**src/rtl/ad9945_cfg_rx.sv**
```systemverilog
// AD9945 3-wire configuration port receiver: oversampled SL/SCK/SDATA decode into shadow registers.
// Optional build macro AD9945_CFG_RX_STRICT_EN rejects frames with reserved/out-of-range content.
module ad9945_cfg_rx #(
   parameter int SYNC_STAGES = 2,
   parameter int FRAME_BITS  = 16
) (
   input  logic        sys_clk,
   input  logic        resetn,
   input  logic        SL,
   input  logic        SCK,
   input  logic        SDATA,
   output logic [6:0]  oper,
   output logic [6:0]  ctrl,
   output logic [7:0]  clamp,
   output logic [9:0]  vga_gain,
   output logic        wr_valid,
   output logic [2:0]  wr_addr,
   output logic [11:0] wr_data,
   output logic        frame_err
);

   localparam int CW = $clog2(FRAME_BITS + 2);
   localparam logic [CW-1:0] CNT_FULL = CW'(FRAME_BITS);
   localparam logic [CW-1:0] CNT_MAX  = CW'(FRAME_BITS + 1);

   typedef enum logic [1:0] {
      IDLE   = 2'd0,
      SHIFT  = 2'd1,
      CHECK  = 2'd2,
      COMMIT = 2'd3
   } state_t;

   state_t                  state_r;
   logic [SYNC_STAGES-1:0]  sl_sync_r;
   logic [SYNC_STAGES-1:0]  sck_sync_r;
   logic [SYNC_STAGES-1:0]  sda_sync_r;
   logic                    sl_prev_r;
   logic                    sck_prev_r;
   logic [CW-1:0]           cnt_r;
   logic [FRAME_BITS-1:0]   shreg_r;

   logic        sl_s;
   logic        sl_rise_s;
   logic        sl_fall_s;
   logic        sck_rise_s;
   logic        sda_s;
   logic [2:0]  addr_s;
   logic        rsvd_s;
   logic [11:0] data_s;
   logic        accept_s;
`ifdef AD9945_CFG_RX_STRICT_EN
   logic        fit_s;
`endif

   // Edge detection on the last synchronizer stage against one extra delayed copy.
   always_comb begin
      sl_s       = sl_sync_r[SYNC_STAGES-1];
      sda_s      = sda_sync_r[SYNC_STAGES-1];
      sl_rise_s  = sl_s & ~sl_prev_r;
      sl_fall_s  = ~sl_s & sl_prev_r;
      sck_rise_s = sck_sync_r[SYNC_STAGES-1] & ~sck_prev_r;
      addr_s     = shreg_r[2:0];
      rsvd_s     = shreg_r[3];
      data_s     = shreg_r[15:4];
   end

   // Frame acceptance decision evaluated in CHECK.
   always_comb begin
      accept_s = (cnt_r == CNT_FULL);
`ifdef AD9945_CFG_RX_STRICT_EN
      case (addr_s)
         3'd0, 3'd1: fit_s = (data_s[11:7] == 5'd0);
         3'd2:       fit_s = (data_s[11:8] == 4'd0);
         3'd3:       fit_s = (data_s[11:10] == 2'd0);
         default:    fit_s = 1'b0;
      endcase
      accept_s = accept_s & fit_s & ~rsvd_s;
`endif
   end

   // Synchronizers, frame FSM and registered outputs.
   always_ff @(posedge sys_clk or negedge resetn) begin
      if (!resetn) begin
         // Synchronizers clear to 0 so a writer holding SL low across reset never fakes a falling edge.
         sl_sync_r  <= '0;
         sck_sync_r <= '0;
         sda_sync_r <= '0;
         sl_prev_r  <= 1'b0;
         sck_prev_r <= 1'b0;
         state_r    <= IDLE;
         cnt_r      <= '0;
         shreg_r    <= '0;
         oper       <= 7'd0;
         ctrl       <= 7'd0;
         clamp      <= 8'd0;
         vga_gain   <= 10'd0;
         wr_valid   <= 1'b0;
         wr_addr    <= 3'd0;
         wr_data    <= 12'd0;
         frame_err  <= 1'b0;
      end else begin
         sl_sync_r  <= {sl_sync_r[SYNC_STAGES-2:0], SL};
         sck_sync_r <= {sck_sync_r[SYNC_STAGES-2:0], SCK};
         sda_sync_r <= {sda_sync_r[SYNC_STAGES-2:0], SDATA};
         sl_prev_r  <= sl_s;
         sck_prev_r <= sck_sync_r[SYNC_STAGES-1];
         wr_valid   <= 1'b0;
         frame_err  <= 1'b0;
         case (state_r)
            IDLE: begin
               if (sl_fall_s) begin
                  cnt_r   <= '0;
                  state_r <= SHIFT;
               end else begin
                  state_r <= IDLE;
               end
            end
            SHIFT: begin
               // SL rising wins over a coincident SCK edge.
               if (sl_rise_s) begin
                  state_r <= CHECK;
               end else if (sck_rise_s) begin
                  shreg_r <= {sda_s, shreg_r[FRAME_BITS-1:1]};
                  if (cnt_r != CNT_MAX) begin
                     cnt_r <= cnt_r + {{(CW-1){1'b0}}, 1'b1};
                  end
               end
            end
            CHECK: begin
               // Commit results are registered here so they are visible during the COMMIT cycle.
               if (accept_s) begin
                  wr_valid <= 1'b1;
                  wr_addr  <= addr_s;
                  wr_data  <= data_s;
                  case (addr_s)
                     3'd0:    oper     <= data_s[6:0];
                     3'd1:    ctrl     <= data_s[6:0];
                     3'd2:    clamp    <= data_s[7:0];
                     3'd3:    vga_gain <= data_s[9:0];
                     default: oper     <= oper;
                  endcase
                  state_r <= COMMIT;
               end else begin
                  frame_err <= 1'b1;
                  state_r   <= IDLE;
               end
            end
            COMMIT:  state_r <= IDLE;
            default: state_r <= IDLE;
         endcase
      end
   end

endmodule

```
**config.mk**
```make
export PLATFORM = sky130hd
export DESIGN_NAME = ad9945_cfg_rx
export DESIGN_NICKNAME = d
export VERILOG_FILES = /design/src/rtl/ad9945_cfg_rx.sv
export SDC_FILE = /design/constraint.sdc
export NUM_CORES = 1
export LEC_CHECK = 0
export ABC_CLOCK_PERIOD_IN_PS = 6200
export CAP_MARGIN = 20
export CORE_AREA = 5 5 116 129
export CTS_CLUSTER_DIAMETER = 100
export DETAILED_ROUTE_END_ITERATION = 10
export DIE_AREA = 0 0 121 134
export GPL_TIMING_DRIVEN = 0
export SLEW_MARGIN = 15
export SYNTH_ARGS = -nofsm -noshare
export SYNTH_HDL_FRONTEND = slang
export SYNTH_SLANG_ARGS = --single-unit
```
**constraint.sdc**
```tcl
create_clock -name sys_clk -period 6.2 [get_ports sys_clk]
set_clock_uncertainty 0.05 [all_clocks]
set_input_delay 1.24 -clock sys_clk [delete_from_list [all_inputs] [get_ports sys_clk]]
set_output_delay 1.24 -clock sys_clk [all_outputs]
set_load 0.01 [all_outputs]
```
==> results.py, run 1 <==
metrics = {
    "clock_network": {
        "htreeDepth": 3,
        "cts_tree": "built",
        "clkTransAtPathRegs_ns": 0.06,
        "post_cts_resize_count": 0,
        "clk_path_buf_depth": 2,
        "cts.sinks": 80,
        "postCtsSetupBuffers": 0,
        "cts-hold-fix-buffers": 0,
        "cts-buffers-inserted": 9,
        "clkLatencyLatePin_ns": 0.33,
        "cts_root_buffer": "clkbuf_16",
    },
    "sta": {
        "drv_slew": 0,
        "fin_crit_ns": 2.53,
        "rsz0062_at_grt": "false",
        "min_period_over_period_pct": 40.8,
        "worst_slew_pin_slew_ns": 1.02,
        "tns_ns": 0,
        "hold_viol": 0,
        "relSlewSlack_pct": 31.5,
        "maxClockFrequency_ghz": 0.395,
        "setup_viol": 0,
    },
    "floorplan": {
        "die_y_um": 134,
        "coreArea_um2": 13600,
        "ioPinCount": 54,
        "die_x_um": 121,
        "num_rows": 45,
        "start_util_pct": 22.5,
        "die_area_um2": 16200,
    },
    "min_path": {
        "min_to": "sl_sync_r[1]",
        "hp-start": "sl_sync_r[0]",
        "min_path_type": "reg -> reg",
        "min_path_cells": 0,
    },
    "drt": {
        "postRouteAntennaNets": 0,
        "met1_length_mm": 2.72,
        "top_layer": "met4",
        "vias": 1743,
        "drc": 0,
        "firstDrtPassIters": 4,
        "wl_met2_mm": 3.19,
        "vias_per_cell": 3.86,
        "wl_per_cell_um": 14.3,
        "drt-initial-drc-count": 73,
        "wl_met3_um": 396,
        "totalWireLength_mm": 6.43,
    },
    "global_routing": {
        "grt_usage_pct": 8.75,
        "grt_max_degree": 44,
        "antenna_found_initial": 0,
        "overflow": 0,
        "grt_pass1_vias": 1928,
        "grt_pass1_wl_mm": 10.7,
    },
    "run_status": {
        "outcome": "finished clean",
    },
    "power_and_ir_drop": {
        "power.density_nw_per_um2": 300,
        "power_frac_seq_pct": 46.0,
        "combPwrFrac_pct": 5.4,
        "ir_drop_uv": 132,
        "pwr-share-clk_pct": 48.6,
        "p_leak_nw": 1.94,
        "p_total_w": 0.00125,
        "p_sw_share_pct": 21.3,
        "switchingPower_w": 0.000267,
        "p_int_w": 0.000988,
    },
    "critical_path": {
        "required_ns": 4.91,
        "cpPeakStageDelay_ns": 0.54,
        "reg2regPathDepth": 6,
        "critical_path_buf_inv_count": 1,
        "reg2reg_setup_slack_ns": 3.69,
        "crit_slowest_cell": "clkdlybuf4s50_1",
        "path_delay_family": "buffers and inverters",
        "setup.worst_path.start": "wr_addr[2]",
        "worstPathCellList": "clkdlybuf4s50_1",
        "critPathCaptureType": "output pin",
        "timing.rr.end": "vga_gain[4]",
        "arrival_ns": 1.24,
        "cp-start-kind": "flip-flop",
        "r2r-start": "cnt_r[0]",
        "crit_fanout": 2,
        "crit_type": "reg -> out",
    },
    "synth": {
        "yosysUniqueCellTypes": 27,
        "syn_inst": 193,
        "synthesis.area_um2": 3050,
        "synth_edf_count": 0,
        "netlist_top_cells_count": "dfrtp_1, mux2_2, mux2_1, nor2b_1, o21ai_0",
        "synth_top_area_share_pct": 65.6,
        "postSynth.asyncResetShare_pct": 100,
        "ys_warn_count": 0,
        "ys.flop_type": "dfrtp_1",
        "synth_top_area_cell": "dfrtp_1",
        "syn_area_per_cell_um2": 15.8,
        "ys_ff_latch": 80,
        "yosys-top-cells-area": "dfrtp_1, mux2_2, mux2_1, ha_1, nor2b_1",
        "syn-num-nets": 201,
        "synth_most_common_cell": "dfrtp_1",
        "synth_seq_area_share_pct": 65.6,
    },
    "final_layout": {
        "stdcell_area_um2": 4180,
        "multi_input_area_um2": 1010,
        "syn2layout_area_growth_pct": 37.0,
        "nFillCells": 1344,
        "post-route-util_pct": 30.8,
        "nets": 266,
        "drive_gt1_share_pct": 27.4,
        "regArea_um2": 2000,
        "antenna_cells": 0,
    },
    "place": {
        "dp_hpwl_mm": 4.46,
        "port_buffers": 53,
        "place_area_um2": 3830,
        "gp_congestion": 0.665,
    },
    "run": {
        "maxCapViolCount": 0,
    },
}
## state kept, by name (all words and copies together), names as in the netlist, 3 cells and up
name      cells
shreg_r      16
wr_data      12
vga_gain     10
clamp         8
ctrl          7
oper          7
cnt_r         5
wr_addr       3
## cells in the final DEF, fill, tap and decap left out, drive strengths merged
master and n:
mux2i 2, nand3b 1, bufinv 3, inv 3
clkinv 2, clkdlybuf4s50 52, o31ai 1, nor4 1
nor2 2, nand3 3, nor3 1, and4bb 1
ha 3, nand2b 4, buf 6, dfrtp 80
nor3b 1, and2 1, or4b 2, a21oi 1
o21ba 1, nand4 1, o21ai 5, clkbuf 13
nand2 3, nor2b 5, mux2 63, a32oi 1
a31oi 1
## how the worst max path moves through the flow
stage	slack (ns)	endpoint	depth (start not counted)
2_1_floorplan	4.16	clamp[0]	7
3_3_place_gp	1.07	clamp[3]	1
3_5_place_dp	3.64	vga_gain[6]	6
4_1_cts	3.63	wr_addr[2]	1
5_1_grt	3.50	vga_gain[6]	6
6_report	3.67	wr_addr[2]	1
## cells by family (layout without fill, tap and decap cells)
family	after synthesis	count (layout)	share of synthesized area, %
buf+inv	9	79	1.27
mux	65	65	23.9
simple gates	26	26	5.95
flops	80	80	65.6
fa+ha+maj	3	3	1.23
compound gates	10	10	2.05
## power by group through the flow
stage / clock network (W) / logic [W] / registers [W]
after floorplan: 0 / 0.0000449 / 0.000577
after global placement: 0 / 0.0000642 / 0.000586
after detailed placement: 0 / 0.0000698 / 0.000588
after CTS: 0.000627 / 0.0000701 / 0.000578
after global routing: 0.000650 / 0.0000789 / 0.000583
final: 0.000610 / 0.0000679 / 0.000577
## area by class of cell
type,instances,share of cell area (%)
multi-input cells,104,24.2
clock inverters,5,2.48
plain buffers,6,0.658
flip-flops and latches,80,47.9
repair buffers,54,13.1
well taps,188,5.63
clock buffers,11,5.80
inverters,3,0.269
## per-stage QoR
step	hold slack [ns]	cells	worst slack, ns
floorplan	0.281	193	4.16
global route	0.305	451	3.50
global placement	0.284	434	1.07
CTS	0.302	451	3.63
detailed placement	0.289	435	3.64
finish	0.300	451	3.67
## routing by layer
| metal | up-vias | GRT usage [%] |
|---|---|---|
| met5 | - | 0 |
| met4 | 0 | 4.72 |
| met3 | 10 | 3.37 |
| met2 | 40 | 13.7 |
| met1 | 883 | 10.4 |
| li1 | 810 | - |
Note: power is estimated with default switching activity, not from simulation.
==> run 2, diff against run 1 <==
--- a/config.mk
+++ b/config.mk
@@ -5,7 +5,7 @@
 export SDC_FILE = /design/constraint.sdc
 export NUM_CORES = 1
 export LEC_CHECK = 0
-export ABC_CLOCK_PERIOD_IN_PS = 6200
+export ABC_CLOCK_PERIOD_IN_PS = 2200
 export CAP_MARGIN = 20
 export CORE_AREA = 5 5 116 129
 export CTS_CLUSTER_DIAMETER = 100
==> constraint.sdc (replaced) <==
create_clock -name sys_clk -period 2.2 [get_ports sys_clk]
set_clock_uncertainty 0.05 [all_clocks]
set_input_delay 0.44 -clock sys_clk [delete_from_list [all_inputs] [get_ports sys_clk]]
set_output_delay 0.44 -clock sys_clk [all_outputs]
set_load 0.01 [all_outputs]
==> results.py, run 2 (synthesized netlist as in run 1, its figures left out) <==
metrics = {
    "run_status": {
        "outcome": "finished, violations left",
        "violations": "setup timing",
    },
    "final_layout": {
        "post-route-util_pct": 32.6,
        "drive_gt1_share_pct": 38.5,
        "top_register": "shreg_r",
        "largest_reg_flops": 16,
        "syn2layout_area_growth_pct": 44.9,
        "final_common_cell": "dfrtp_1",
        "antenna_cells": 0,
        "final_cell_mix": "dfrtp_1, clkdlybuf4s50_1, mux2_2",
        "nets": 276,
        "largestRegisters": "shreg_r (16), wr_data (12), vga_gain (10)",
    },
    "clock_network": {
        "clk_path_buf_depth": 2,
        "clkLatencyLatePin_ns": 0.33,
        "cts_root_buffer": "clkbuf_16",
        "cts_tree": "built",
        "clkTransAtPathRegs_ns": 0.06,
        "cts.sinks": 80,
        "cts-buffers-inserted": 9,
        "htreeDepth": 3,
    },
    "power_and_ir_drop": {
        "power.density_nw_per_um2": 822,
        "ir_drop_uv": 360,
        "p_leak_nw": 2.07,
    },
    "drt": {
        "vias_per_cell": 3.95,
        "postRouteAntennaNets": 0,
        "totalWireLength_mm": 6.82,
        "drc": 0,
        "wl_per_cell_um": 14.8,
        "vias": 1820,
        "firstDrtPassIters": 4,
        "drt-initial-drc-count": 59,
    },
    "floorplan": {
        "num_rows": 45,
        "coreArea_um2": 13600,
        "die_area_um2": 16200,
        "die_x_um": 121,
        "start_util_pct": 22.5,
        "ioPinCount": 54,
        "die_y_um": 134,
    },
    "critical_path": {
        "crit_type": "reg -> reg",
        "path_delay_family": "simple AND/OR/NAND/NOR gates",
        "critPathCaptureType": "flip-flop",
        "cp-start-kind": "flip-flop",
        "worstPathCellList": "inv_2, ha_4, and4bb_1, nand3b_1, or4b_4, buf_12, mux2_4",
        "crit_fanout": 8,
        "arrival_ns": 2.43,
        "crit_slowest_cell": "or4b_4",
        "required_ns": 2.36,
        "critical_path_buf_inv_count": 2,
        "cpPeakStageDelay_ns": 0.57,
    },
    "sta": {
        "rsz0062_at_grt": "true",
        "relSlewSlack_pct": 66.4,
        "hold_viol": 0,
        "setup_ws_ns": -0.0715,
        "maxClockFrequency_ghz": 0.440,
        "setup_viol": 15,
        "worst_slew_pin_slew_ns": 0.504,
        "drv_slew": 0,
        "fin_crit_ns": 2.27,
        "min_period_over_period_pct": 103,
    },
    "global_routing": {
        "grt_pass1_wl_mm": 11.0,
        "grt_max_degree": 44,
        "grt_usage_pct": 9.02,
        "antenna_found_initial": 0,
        "overflow": 0,
        "grt_pass1_vias": 1987,
    },
    "place": {
        "preCtsSetupSlack_ns": -0.362,
        "dp_hpwl_mm": 4.46,
        "gp_congestion": 0.665,
        "port_buffers": 53,
    },
    "run": {
        "maxCapViolCount": 0,
    },
    "min_path": {
        "min_path_type": "in -> async",
    },
}
[run 2: cell count changes in the layout (fill, tap and decap cells not counted), sizes merged]
cell / delta
buf: +10
[run 2: worst register-to-register path, cell delays in order (launching register included)]
cell and delay (ns):
dfrtp_1 0.39, inv_2 0.09, ha_4 0.13, and4bb_1 0.22
nand3b_1 0.24, or4b_4 0.57, buf_12 0.17, mux2_4 0.30
[run 2: path summary, 6_finish.rpt]
| check | from | end | depth (start not counted) | slack [ns] |
|---|---|---|---|---|
| worst min register to register | sl_sync_r[0] | sl_sync_r[1] | 0 | 0.30 |
| worst min-delay path | resetn | wr_data[11] | 1 | 0.02 |
| max in group asynchronous | resetn | ctrl[2] | 2 | 1.48 |
| worst max register to register | cnt_r[0] | clamp[7] | 7 | -0.07 |
| worst max-delay path | cnt_r[0] | clamp[7] | 7 | -0.07 |
| min in group sys_clk | sl_sync_r[0] | sl_sync_r[1] | 0 | 0.30 |
[run 2: layout make-up]
class / count / area [um^2]
clock inverter: 5 / 104
buffer: 5 / 56.3
tap: 188 / 235
sequential: 80 / 2000
inverter: 3 / 11.3
timing repair buffer: 65 / 647
multi-input combinational: 104 / 1120
fill: 1327 / 9150
clock buffer: 11 / 243
[run 2: stage by stage]
step	TNS (ns)	instance area (um^2)	total power, W	hold slack [ns]	cells
2_1_floorplan	0	3050	0.00175	0.0944	193
3_3_place_gp	-176.87	3820	0.00183	0.284	434
3_5_place_dp	-8.82	3830	0.00185	0.289	435
4_1_cts	-0.580	4360	0.00365	0.0304	460
5_1_grt	-2.08	4420	0.00378	0.0571	461
6_report	-0.921	4420	0.00363	0.0216	461
[run 2: per-layer routing]
layer | vias to the layer above | track usage (%) | part of all wire, %
met5 | - | 0 | 0
met4 | 0 | 4.72 | 1.5
met3 | 6 | 3.37 | 5.9
met2 | 39 | 14.6 | 50
met1 | 940 | 10.4 | 42
li1 | 835 | - | -
[run 2: where the power goes]
part	switching, W	internal (W)	total [W]
Combinational	0.000125	0.000149	0.000274
Sequential	0.0000760	0.00155	0.00163
Clock	0.000592	0.00114	0.00173
Total	0.000793	0.00284	0.00363
[run 2: timing repair]
action	CTS	global route
resized for setup	31	12
endpoints found under the setup margin	49	35
setup buffers	9	2
pin swaps	4	3
endpoints found under the hold margin	0	0
hold buffers	0	0
